File: src/rtl/uart_bram_writer.sv
// Writes UART receive bytes in order into NUM_STRIPS strip BRAMs and flags strip/frame completion.
// Optional running byte checksum output is enabled by defining UART_BRAM_WRITER_CHECKSUM_EN.
module uart_bram_writer #(
    parameter int NUM_STRIPS       = 8,
    parameter int STRIP_DEPTH      = 6216,
    parameter int LAST_STRIP_DEPTH = 5772,
    parameter int ADDR_W           = 13
) (
    input  logic                  clk,
    input  logic                  reset,
    input  logic                  start,
    input  logic                  rx_valid,
    input  logic [7:0]            rx_data,
    output logic [NUM_STRIPS-1:0] bram_we,
    output logic [ADDR_W-1:0]     bram_addr,
    output logic [7:0]            bram_din,
    output logic [2:0]            strip_idx,
    output logic [NUM_STRIPS-1:0] strip_write_complete,
    output logic                  write_complete,
    output logic                  overrun
`ifdef UART_BRAM_WRITER_CHECKSUM_EN
    ,
    output logic [15:0]           checksum
`endif
);

    typedef enum logic [2:0] {
        ST_IDLE  = 3'd0,
        ST_WAIT  = 3'd1,
        ST_WRITE = 3'd2,
        ST_NEXT  = 3'd3,
        ST_DONE  = 3'd4
    } state_e;

    localparam logic [ADDR_W-1:0] STRIP_LAST = ADDR_W'(STRIP_DEPTH - 1);
    localparam logic [ADDR_W-1:0] FINAL_LAST = ADDR_W'(LAST_STRIP_DEPTH - 1);
    localparam logic [2:0]        LAST_IDX   = 3'(NUM_STRIPS - 1);

    state_e                  state_q, state_d;
    logic [NUM_STRIPS-1:0]   we_q, we_d;
    logic [ADDR_W-1:0]       addr_q, addr_d;
    logic [7:0]              din_q, din_d;
    logic [ADDR_W-1:0]       cnt_q, cnt_d;
    logic [2:0]              idx_q, idx_d;
    logic [NUM_STRIPS-1:0]   swc_q, swc_d;
    logic                    wc_q, wc_d;
    logic                    ovr_q, ovr_d;
`ifdef UART_BRAM_WRITER_CHECKSUM_EN
    logic [15:0]             cksum_q, cksum_d;
`endif

    logic [NUM_STRIPS-1:0]   onehot_s;
    logic                    last_strip_s;
    logic                    last_byte_s;

    assign onehot_s     = {{(NUM_STRIPS-1){1'b0}}, 1'b1} << idx_q;
    assign last_strip_s = (idx_q == LAST_IDX);
    // The final strip is shorter, so its terminal address differs.
    assign last_byte_s  = last_strip_s ? (cnt_q == FINAL_LAST) : (cnt_q == STRIP_LAST);

    // State and datapath registers with asynchronous abort.
    always_ff @(posedge clk or posedge reset) begin
        if (reset) begin
            state_q <= ST_IDLE;
            we_q    <= '0;
            addr_q  <= '0;
            din_q   <= 8'd0;
            cnt_q   <= '0;
            idx_q   <= 3'd0;
            swc_q   <= '0;
            wc_q    <= 1'b0;
            ovr_q   <= 1'b0;
`ifdef UART_BRAM_WRITER_CHECKSUM_EN
            cksum_q <= 16'd0;
`endif
        end else begin
            state_q <= state_d;
            we_q    <= we_d;
            addr_q  <= addr_d;
            din_q   <= din_d;
            cnt_q   <= cnt_d;
            idx_q   <= idx_d;
            swc_q   <= swc_d;
            wc_q    <= wc_d;
            ovr_q   <= ovr_d;
`ifdef UART_BRAM_WRITER_CHECKSUM_EN
            cksum_q <= cksum_d;
`endif
        end
    end

    // Next-state decode.
    always_comb begin
        state_d = state_q;
        case (state_q)
            ST_IDLE:  if (start)        state_d = ST_WAIT;  else state_d = ST_IDLE;
            ST_WAIT:  if (rx_valid)     state_d = ST_WRITE; else state_d = ST_WAIT;
            ST_WRITE: if (last_byte_s)  state_d = ST_NEXT;  else state_d = ST_WAIT;
            ST_NEXT:  if (last_strip_s) state_d = ST_DONE;  else state_d = ST_WAIT;
            ST_DONE:  state_d = ST_DONE;
            default:  state_d = ST_IDLE;
        endcase
    end

    // Next values of the output and counter registers.
    always_comb begin
        we_d    = '0;
        addr_d  = addr_q;
        din_d   = din_q;
        cnt_d   = cnt_q;
        idx_d   = idx_q;
        swc_d   = swc_q;
        wc_d    = wc_q;
        ovr_d   = ovr_q;
`ifdef UART_BRAM_WRITER_CHECKSUM_EN
        cksum_d = cksum_q;
`endif
        case (state_q)
            ST_IDLE: begin
                if (start) begin
                    cnt_d   = '0;
                    idx_d   = 3'd0;
                    swc_d   = '0;
                    wc_d    = 1'b0;
                    ovr_d   = 1'b0;
`ifdef UART_BRAM_WRITER_CHECKSUM_EN
                    cksum_d = 16'd0;
`endif
                end else begin
                    cnt_d = cnt_q;
                end
            end
            ST_WAIT: begin
                if (rx_valid) begin
                    we_d   = onehot_s;
                    addr_d = cnt_q;
                    din_d  = rx_data;
                end else begin
                    we_d = '0;
                end
            end
            ST_WRITE: begin
                // A byte arriving while busy is dropped and only flagged.
                ovr_d = ovr_q | rx_valid;
`ifdef UART_BRAM_WRITER_CHECKSUM_EN
                cksum_d = cksum_q + {8'd0, din_q};
`endif
                if (last_byte_s) begin
                    swc_d = swc_q | onehot_s;
                end else begin
                    cnt_d = cnt_q + {{(ADDR_W-1){1'b0}}, 1'b1};
                end
            end
            ST_NEXT: begin
                ovr_d = ovr_q | rx_valid;
                cnt_d = '0;
                if (last_strip_s) begin
                    wc_d = 1'b1;
                end else begin
                    idx_d = idx_q + 3'd1;
                end
            end
            ST_DONE: begin
                wc_d = 1'b1;
            end
            default: begin
                we_d = '0;
            end
        endcase
    end

    assign bram_we              = we_q;
    assign bram_addr            = addr_q;
    assign bram_din             = din_q;
    assign strip_idx            = idx_q;
    assign strip_write_complete = swc_q;
    assign write_complete       = wc_q;
    assign overrun              = ovr_q;
`ifdef UART_BRAM_WRITER_CHECKSUM_EN
    assign checksum             = cksum_q;
`endif

endmodule
File: config.mk
export PLATFORM = sky130hd
export DESIGN_NAME = uart_bram_writer
export DESIGN_NICKNAME = d
export VERILOG_FILES = /design/src/rtl/uart_bram_writer.sv
export SDC_FILE = /design/constraint.sdc
export NUM_CORES = 1
export LEC_CHECK = 0
export ABC_AREA = 1
export BUFFER_PORTS_ARGS = -buffer_cell sky130_fd_sc_hd__clkbuf_2
export CORE_MARGIN = 2
export CORE_UTILIZATION = 40
export DETAILED_ROUTE_END_ITERATION = 7
export PLACE_DENSITY_LB_ADDON = 0.05
export SETUP_SLACK_MARGIN = 0.5
export SLEW_MARGIN = 0
export SYNTH_ARGS = -nofsm -noshare
export SYNTH_HDL_FRONTEND = slang
export SYNTH_SLANG_ARGS = --single-unit
File: constraint.sdc
create_clock -name clk -period 1.85 [get_ports clk]
set_input_delay 0.37 -clock clk [delete_from_list [all_inputs] [get_ports clk]]
set_output_delay 0.37 -clock clk [all_outputs]
set_load 0.01 [all_outputs]
Yosys cells after proc, flatten, opt, wreduce, memory -nomap -nowiden
Cells that the tools add are included.

Bits in registers: 58. Latch bits: 0. Bits in writable memories: 0. ROM bits: 0. Input bits: 12. Output and inout bits: 42. Memories: 0.

$add $sub $neg: 2. Multipliers: 0. Divide/modulo/power cells: 0. Magnitude comparators: 0. Equal/unequal tests: 12. Shift-type cells: 1. Muxes and demuxes: 21. Bitwise gates (word level): 2. Reduce and logical (&&, ||, !) cells: 13.

Operator list (count): one-hot mux 13 bit (3 select lines) (1); 2-to-1 mux 8 bit (4); equality test 13 bit (second input constant) (2); 2-to-1 mux 13 bit (2); one-hot mux 8 bit (2 select lines) (1); one-hot mux 3 bit (5 select lines) (1); adder 13 x 1 -> 13 bit (second input constant) (1); AND reduction 3 bit (4); inequality test 2 bit (second input constant) (5); 2-to-1 mux 3 bit (3); bitwise OR 8 bit (1); << shifter 1 x 3 -> 8 bit (first input constant) (1); equality test 3 x 2 -> 1 bit (second input constant) (2); equality test 3 bit (second input constant) (2); one-hot mux 3 bit (2 select lines) (1); nonzero test 2 bit (3); nonzero test 3 bit (2); 2-to-1 mux 1 bit (4); 2-to-1 mux 2 bit (2); AND reduction 2 bit (2); adder 3 x 1 -> 3 bit (second input constant) (1); equality test 3 x 1 -> 1 bit (second input constant) (1); logical NOT 3 bit (1); one-hot mux 1 bit (3 select lines) (1); other kinds (3) (3).

Depth between registers and ports, before layout
Gate-level depths: netlist (run 1).

Depth in word-level cells: 4. Depth in mapped cells: 13.

Worst setup path after synthesis (run 1)
No wires, ideal clock.

Kind: register to register. From: register idx_q[0] (netlist: strip_idx[0]). To: register swc_q[7] (netlist: strip_write_complete[7]). Arrival time: 1.643 ns. Required time: 1.733 ns. Path slack: 0.090 ns. Cell stages (with the launch flop): 12. Buffers on the path: 1. Cell sequence: dfrtp_1 -> ha_1 -> ha_1 -> inv_1 -> nand2_1 -> nor2_1 -> nor2_1 -> nor2_2 -> nand2_2 -> buf_4 -> nand3_1 -> nand2_1.

Cells in the longest elaborated chain, start to end: 4. Elaborated cells between the ends (all ways): 8.

Ends and longest elaborated chain: start: declaration (RTL line 44) `logic [2:0] idx_q, idx_d;`; start signal: assignment (RTL line 82) `idx_q <= idx_d;`; equality test 3 bit or << shifter 1 x 3 -> 8 bit (tied branches) (RTL line 57, 56); 2-to-1 mux 1 bit or bitwise OR 8 bit (tied branches) (RTL line 59, 149); inequality test 2 bit (no source line) or 2-to-1 mux 8 bit (tied branches); AND reduction 3 bit (no source line) or one-hot mux 8 bit (2 select lines) (tied branches); end signal: assignment (RTL line 83) `swc_q <= swc_d;`; end: declaration (RTL line 45) `logic [NUM_STRIPS-1:0] swc_q, swc_d;`.

Several ways; a longest one is shown, not always the timed one. The select of a mux whose other input is x is not followed. A chain may end at the register's enable or synchronous reset.

Worst setup path in the final report (run 1)
From: register idx_q[0] (netlist: strip_idx[0]). To: register swc_q[2] (netlist: strip_write_complete[2]).

Same word-level chain as after synthesis.

==> out/results.ini, run 1 <==
[sta]
fin_crit_sh_pct=90.28
clock.fmax_mhz=598.7
finalSetupViolCount=0
whs_ps=98.45
clock_skew_ps=11.48
relSlewSlack_pct=73.24
fin_crit_ps=1670
worst_pin_slew_ps=400.9
maxSlewViolCount=0
rsz0062_at_grt=yes
hold_viol_final=0
setup-tns-final_ps=0

[layout]
layout_common_cells=nand2_1, dfrtp_1, clkbuf_2
drive_gt1_share_pct=41.13
diodes=0
nNetsFinal=437
final_common_cell=nand2_1
layout-area-overhead-vs-synth_pct=44.41

[routing]
drtAntennaViolNets=0
vias_per_cell=4.960
wire_per_inst_um=14.83
drt-total-wl_um=7461
drc_errors=0
first_pass_iters=5
vias=2495
initialDrtViolationCount=106

[logic_synthesis]
ys_ff_latch=58
synthesis.area_um2=2786
synth_top_area_share_pct=52.09
avgSynthCellArea_um2=8.469
yosys.area.top_type=dfrtp_1
ys_types=31
ys_warn_count=0
synth_area_leaders=dfrtp_1, nand2_1, nand3_1, nor2_1, inv_1
yosysSeqAreaShare_pct=52.09
synth.net_count=348
synthCells=329

[place]
numPortBuffers=53
hpwl_um=4369
gp_congestion=0.7951

[clocking]
cts-root-buf=clkbuf_8
cts_tree=done
cts.clk_slew.worst_paths_ps=80
cts_sinks=58
cts_buffers=9
clk_latency_ps=340
htreeDepth=3
cts_max_path_buffers=2

[global_routing]
grt_pass1_vias=2401
grt_use_met1_pct=27.10
grt.met2_usage_pct=32.51
met3_usage_pct=3.412
grt_max_degree=59
gr-total-overflow=0
grt_pass1_wl_um=11810
grt.total_usage_pct=20.28
grt-busiest-layer=met2
grt_antenna_before_repair=0

[min_path]
hold_class=input pin to asynchronous set/reset pin

[worst_setup_path]
crit_buf_inv=2
reg2reg_slack_ps=180
end_kind=register
crit_path_end=strip_write_complete[2]$_DFFE_PP0P_
timing.critical_path.cells=ha_4 > ha_4 > inv_4 > nand2_2 > nand2_2 > nand3_4 > nor2_4 > nand2_4 > buf_6 > nand3_2 > nand2_1
path_class=register to register
startpoint_type=register
r2r-end=strip_write_complete[2]$_DFFE_PP0P_
cp.required_ps=2080
critPathMaxStageDelay_ps=430
cp_num_cells=11
r2r_start=strip_idx[0]$_DFFE_PP0P_
worstSetupStartpoint=strip_idx[0]$_DFFE_PP0P_
path_max_fanout=5
rr_worst_depth=11
critPathArrivalTime_ps=1900
cpLargestDelayFamily=simple AND/OR/NAND/NOR gates
cp_slowest_cell=dfrtp_2

[die]
fp.dieW_um=87.46
dieArea_um2=7649
start_util_pct=41.24
die_h_um=87.46
core.rowCount=30
core_um2=6756
ioPinCount=54

[outcome]
status=finished, final reports clean

[pwr]
cellLeakagePower_nw=2.104
vdd_drop_max_mv=0.3419
p_per_area_nw_per_um2=661.5

[flow_run]
cap_viol_max_count=0

==> cell usage after synthesis <==
cell type and instances:
o21ai_0 16, inv_1 28, nand2_1 103, inv_2 1, mux2_1 2, buf_1 1
or2_1 1, buf_6 2, nand2_2 3, buf_4 1, ha_1 7, nand4_1 4
nand3_2 1, nand2_4 1, nor3_2 1, nor2_4 1, mux2_4 1, clkbuf_2 1
a21boi_0 1, clkinv_1 1, nor2_1 35, xor2_1 3, o22ai_1 1, mux2_2 8
dfrtp_1 58, buf_2 3, nor3b_1 1, nand3_1 31, nor2_2 2, a21oi_1 8
clkbuf_1 2
==> sequential cells by signal (all words and copies together) (netlist names) <==
register	cells
bram_din	8
state_q	3
strip_write_complete	8
cnt_q	13
bram_addr	13
bram_we	8
overrun	1
write_complete	1
strip_idx	3
==> stage by stage <==
step	instances	setup slack [ps]	total power (W)	utilization [%]	area, µm²
after floorplan	329	266.4	0.001315	-	2851
after global placement	461	104.5	0.001341	48.02	3244
after detailed placement	461	47.85	0.001342	48.02	3244
after CTS	494	207.6	0.002691	56.09	3790
after global routing	503	83.98	0.002762	59.56	4024
final	503	179.8	0.002662	59.56	4024
==> area by class of cell <==
class	count	area, µm²
Fill cell	585	2733
Inverter	30	118.9
Clock buffer	10	137.6
Clock inverter	6	90.09
Tap cell	80	100.1
Timing Repair Buffer	86	719.4
Multi-Input combinational cell	233	1401
Sequential cell	58	1456
==> per-layer routing <==
layer,part of all wire [%],vias to the layer above
li1,-,1236
met1,46,1190
met2,49,58
met3,3.7,11
met4,1.4,0
met5,0,-
==> cell families (layout without fill, tap and decap cells) <==
logic type	count (synthesis)	count (layout)	share of synthesized area, %
and+or+nand+nor	184	186	28.20
AOI/OAI and AO/OA	26	26	4.805
DFF	58	58	52.09
adders and majority gates	7	7	3.143
buffers and inverters	40	132	6.241
muxes	11	11	4.580
xor gates and xnor gates	3	3	0.9431
==> tightest hold or removal path, delay by kind of cell <==
kind / cells / cell delay [ps]
buffers and inverters: 3 / 460
==> power by group <==
| part | leakage (nW) | total, W | switching (W) | internal (W) |
|---|---|---|---|---|
| logic | 1.21 | 0.0000470 | 0.0000322 | 0.0000149 |
| registers | 0.778 | 0.00127 | 0.000000543 | 0.00127 |
| clock network | 0.112 | 0.00135 | 0.000549 | 0.000797 |
| total | 2.10 | 0.00266 | 0.000582 | 0.00208 |
==> worst min path at each step <==
| stage | cells after the start | startpoint | slack, ps | end |
|---|---|---|---|---|
| after floorplan | 1 | reset | 460 | bram_addr[0]$_DFFE_PP0P_ |
| after global placement | 2 | bram_addr[12]$_DFFE_PP0P_ | 460 | bram_addr[12]$_DFFE_PP0P_ |
| after detailed placement | 3 | reset | 470 | bram_din[3]$_DFFE_PP0P_ |
| after CTS | 3 | reset | 100 | bram_din[3]$_DFFE_PP0P_ |
| after global routing | 3 | reset | 120 | bram_din[5]$_DFFE_PP0P_ |
| final | 3 | reset | 100 | bram_addr[12]$_DFFE_PP0P_ |
==> what timing repair did <==
| action | CTS | global route |
|---|---|---|
| gates resized for setup | 29 | 55 |
| pin swaps | 10 | 6 |
| gates cloned | 6 | 3 |
| setup buffers | 11 | 6 |
| endpoints found under the setup margin | 36 | 59 |
| hold buffers | 0 | 0 |
No activity file was read; power rests on OpenSTA's default activity.
==> run 2: changes to the inputs <==
Settings changed: ABC_AREA 1 to 0, BUFFER_PORTS_ARGS -buffer_cell sky130_fd_sc_hd__clkbuf_2 to -buffer_cell sky130_fd_sc_hd__buf_2, CORE_UTILIZATION 40 to 45.
==> run 2 against run 1 <==
Against the previous run:
- area after synthesis is 2.4% lower
- worst setup slack worse by 140 ps
- hold slack better by 8.9 ps
- utilization is 11 points higher
- flip-flop and latch count stayed put
- highest routed layer unchanged
- cell count is 17% lower
- combinational power grew to 40 times the previous value
- largest power group is now combinational cells
==> out/results.ini, run 2 <==
[outcome]
status=finished, final reports clean

[clocking]
cts_sinks=58
clk_latency_ps=340
htreeDepth=3
cts_tree=done
hold_buffers=0
cts_buffers=9
cts-root-buf=clkbuf_8
cts.clk_slew.worst_paths_ps=70
cts_max_path_buffers=2

[worst_setup_path]
critPathArrivalTime_ps=2020
cp.required_ps=2060
timing.critical_path.cells=ha_4 > ha_4 > nor3b_4 > o2111ai_4 > buf_6 > o21ai_4 > o22ai_1
path_class=register to register
path_max_fanout=6
crit_buf_inv=1
crit_top_cell=ha_4
startpoint_type=register
critPathMaxStageDelay_ps=420
cpLargestDelayFamily=compound AO/OA/AOI/OAI gates
end_kind=register
cp_slowest_cell=dfrtp_1

[sta]
clock.fmax_mhz=552.0
worst_slack_ps=38.43
worst_pin_slew_ps=340.1
clock_skew_ps=9.819
rsz0062_at_grt=yes
fin_crit_sh_pct=97.92
fin_crit_ps=1812
finalSetupViolCount=0
relSlewSlack_pct=77.12
hold_viol_final=0
maxSlewViolCount=0

[pwr]
p_per_area_nw_per_um2=1179
cellLeakagePower_nw=2.024
p_switching_w=0.001544
clockPowerShare_pct=26.6
comb_power_share_pct=39.0
sw_frac_of_total_pct=31.60
p_int_w=0.003341
power.total_w=0.004885
seqPwrFrac_pct=34.4
vdd_drop_max_mv=0.9406

[logic_synthesis]
yosysSeqAreaShare_pct=53.38
ys_ff_latch=58
synthCells=229
yosys.area.top_type=dfrtp_1
synth_area_leaders=dfrtp_1, mux2_2, ha_1, nand2_1, a32o_1
ys_types=54
avgSynthCellArea_um2=11.87
synth_top_area_share_pct=53.38
synth.net_count=248
yosysMostFrequentCell=dfrtp_1
ys_warn_count=0
synth_flop_cell=dfrtp_1
synthArstFlopShare_pct=100.0
synth_edf_count=0
synth_commonest_cells=dfrtp_1, mux2_2, nand2_1
synthesis.area_um2=2719

[die]
start_util_pct=46.19
die_h_um=81.73
core_um2=5886
core.rowCount=28
ioPinCount=54
fp.dieW_um=81.73
dieArea_um2=6680

[global_routing]
grt_pass1_wl_um=10810
gr-total-overflow=0
grt_max_degree=59
grt.total_usage_pct=21.89
grt_antenna_before_repair=0
grt_pass1_vias=2188

[layout]
diodes=0
layout-area-overhead-vs-synth_pct=52.37
layout_common_cells=dfrtp_1, buf_2, buf_4
nNetsFinal=354
fin_cells=415
drive_gt1_share_pct=57.94

[routing]
vias=2267
drt-total-wl_um=6828
first_pass_iters=4
vias_per_cell=5.463
wire_per_inst_um=16.45
drtAntennaViolNets=0
drc_errors=0
initialDrtViolationCount=86

[flow_run]
cap_viol_max_count=0

[place]
preCtsSetupSlack_ps=15.60
gp_congestion=0.8238
numPortBuffers=53
dpl.cell_count=362
hpwl_um=3911

[min_path]
hold_class=input pin to asynchronous set/reset pin

-- run 2: cells by family after synthesis --
group           after synthesis  share of synthesized area, %
simple gates                 68                         14.91
flops                        58                         53.38
compound gates               48                         13.67
mux                          25                         10.68
buf+inv                      21                         3.497
fa+ha+maj                     7                         3.221
xor+xnor                      2                        0.6444
-- run 2: through the flow --
step | hold WS (ps) | util, % | setup TNS, ps | area (µm²)
after floorplan | 463.2 | - | -94.50 | 2804
after detailed placement | 476.0 | 54.76 | 0 | 3223
after CTS | 114.7 | 66.45 | 0 | 3911
final | 107.4 | 70.39 | 0 | 4143
after global placement | 470.4 | 54.76 | 0 | 3223
after global routing | 128.8 | 70.39 | -167.0 | 4143
-- run 2: final cells by class --
class	instances	area, µm²
clock buffers	11	141.4
clock inverters	5	77.57
fillers	419	1743
inverters	9	37.54
multi-input cells	150	1466
flip-flops and latches	58	1459
well taps	75	93.84
repair buffers	107	867.1
-- run 2: path summary, 6_finish.rpt --
check | depth (start not counted) | start | endpoint | slack (ps)
max | 7 | strip_idx[0]$_DFFE_PP0P_ | cnt_q[1]$_DFFE_PP0P_ | 40
min | 3 | reset | cnt_q[1]$_DFFE_PP0P_ | 110
max reg2reg | 7 | strip_idx[0]$_DFFE_PP0P_ | cnt_q[1]$_DFFE_PP0P_ | 40
min reg2reg | 1 | strip_write_complete[2]$_DFFE_PP0P_ | strip_write_complete[2]$_DFFE_PP0P_ | 490
max in group asynchronous | 3 | reset | state_q[2]$_DFF_PP0_ | 1470
min in group clk | 2 | rx_data[7] | bram_din[7]$_DFFE_PP0P_ | 270
-- run 2: metal layers --
metal	routed length, µm	vias up	global-route usage [%]	part of all wire (%)
met3	418	15	5.495	6.1
met2	3218	69	33.17	47
met1	3060	1132	29.79	45
met4	130	0	9.500	1.9
li1	-	1051	-	-
met5	0	-	0	0
-- run 2: power by group through the flow --
| stage | combinational [W] | clock [W] | sequential, W |
|---|---|---|---|
| 4_1_cts | 0.00165 | 0.00131 | 0.00167 |
| 3_3_place_gp | 0.00122 | 0 | 0.00168 |
| 2_1_floorplan | 0.000688 | 0 | 0.00177 |
| 6_report | 0.00190 | 0.00130 | 0.00168 |
| 5_1_grt | 0.00206 | 0.00138 | 0.00171 |
| 3_5_place_dp | 0.00123 | 0 | 0.00169 |
-- run 2: worst register-to-register path, stage by stage, from the launching register on --
cell,delay (ps)
dfrtp_1,420
ha_4,190
ha_4,170
nor3b_4,240
o2111ai_4,170
buf_6,170
o21ai_4,220
o22ai_1,120
-- run 2: repair_timing --
item	CTS	global route
gates resized for setup	48	45
gates cloned	2	1
pin swaps	19	17
hold endpoints to repair	0	0
setup buffers	30	4
endpoints found under the setup margin	52	60
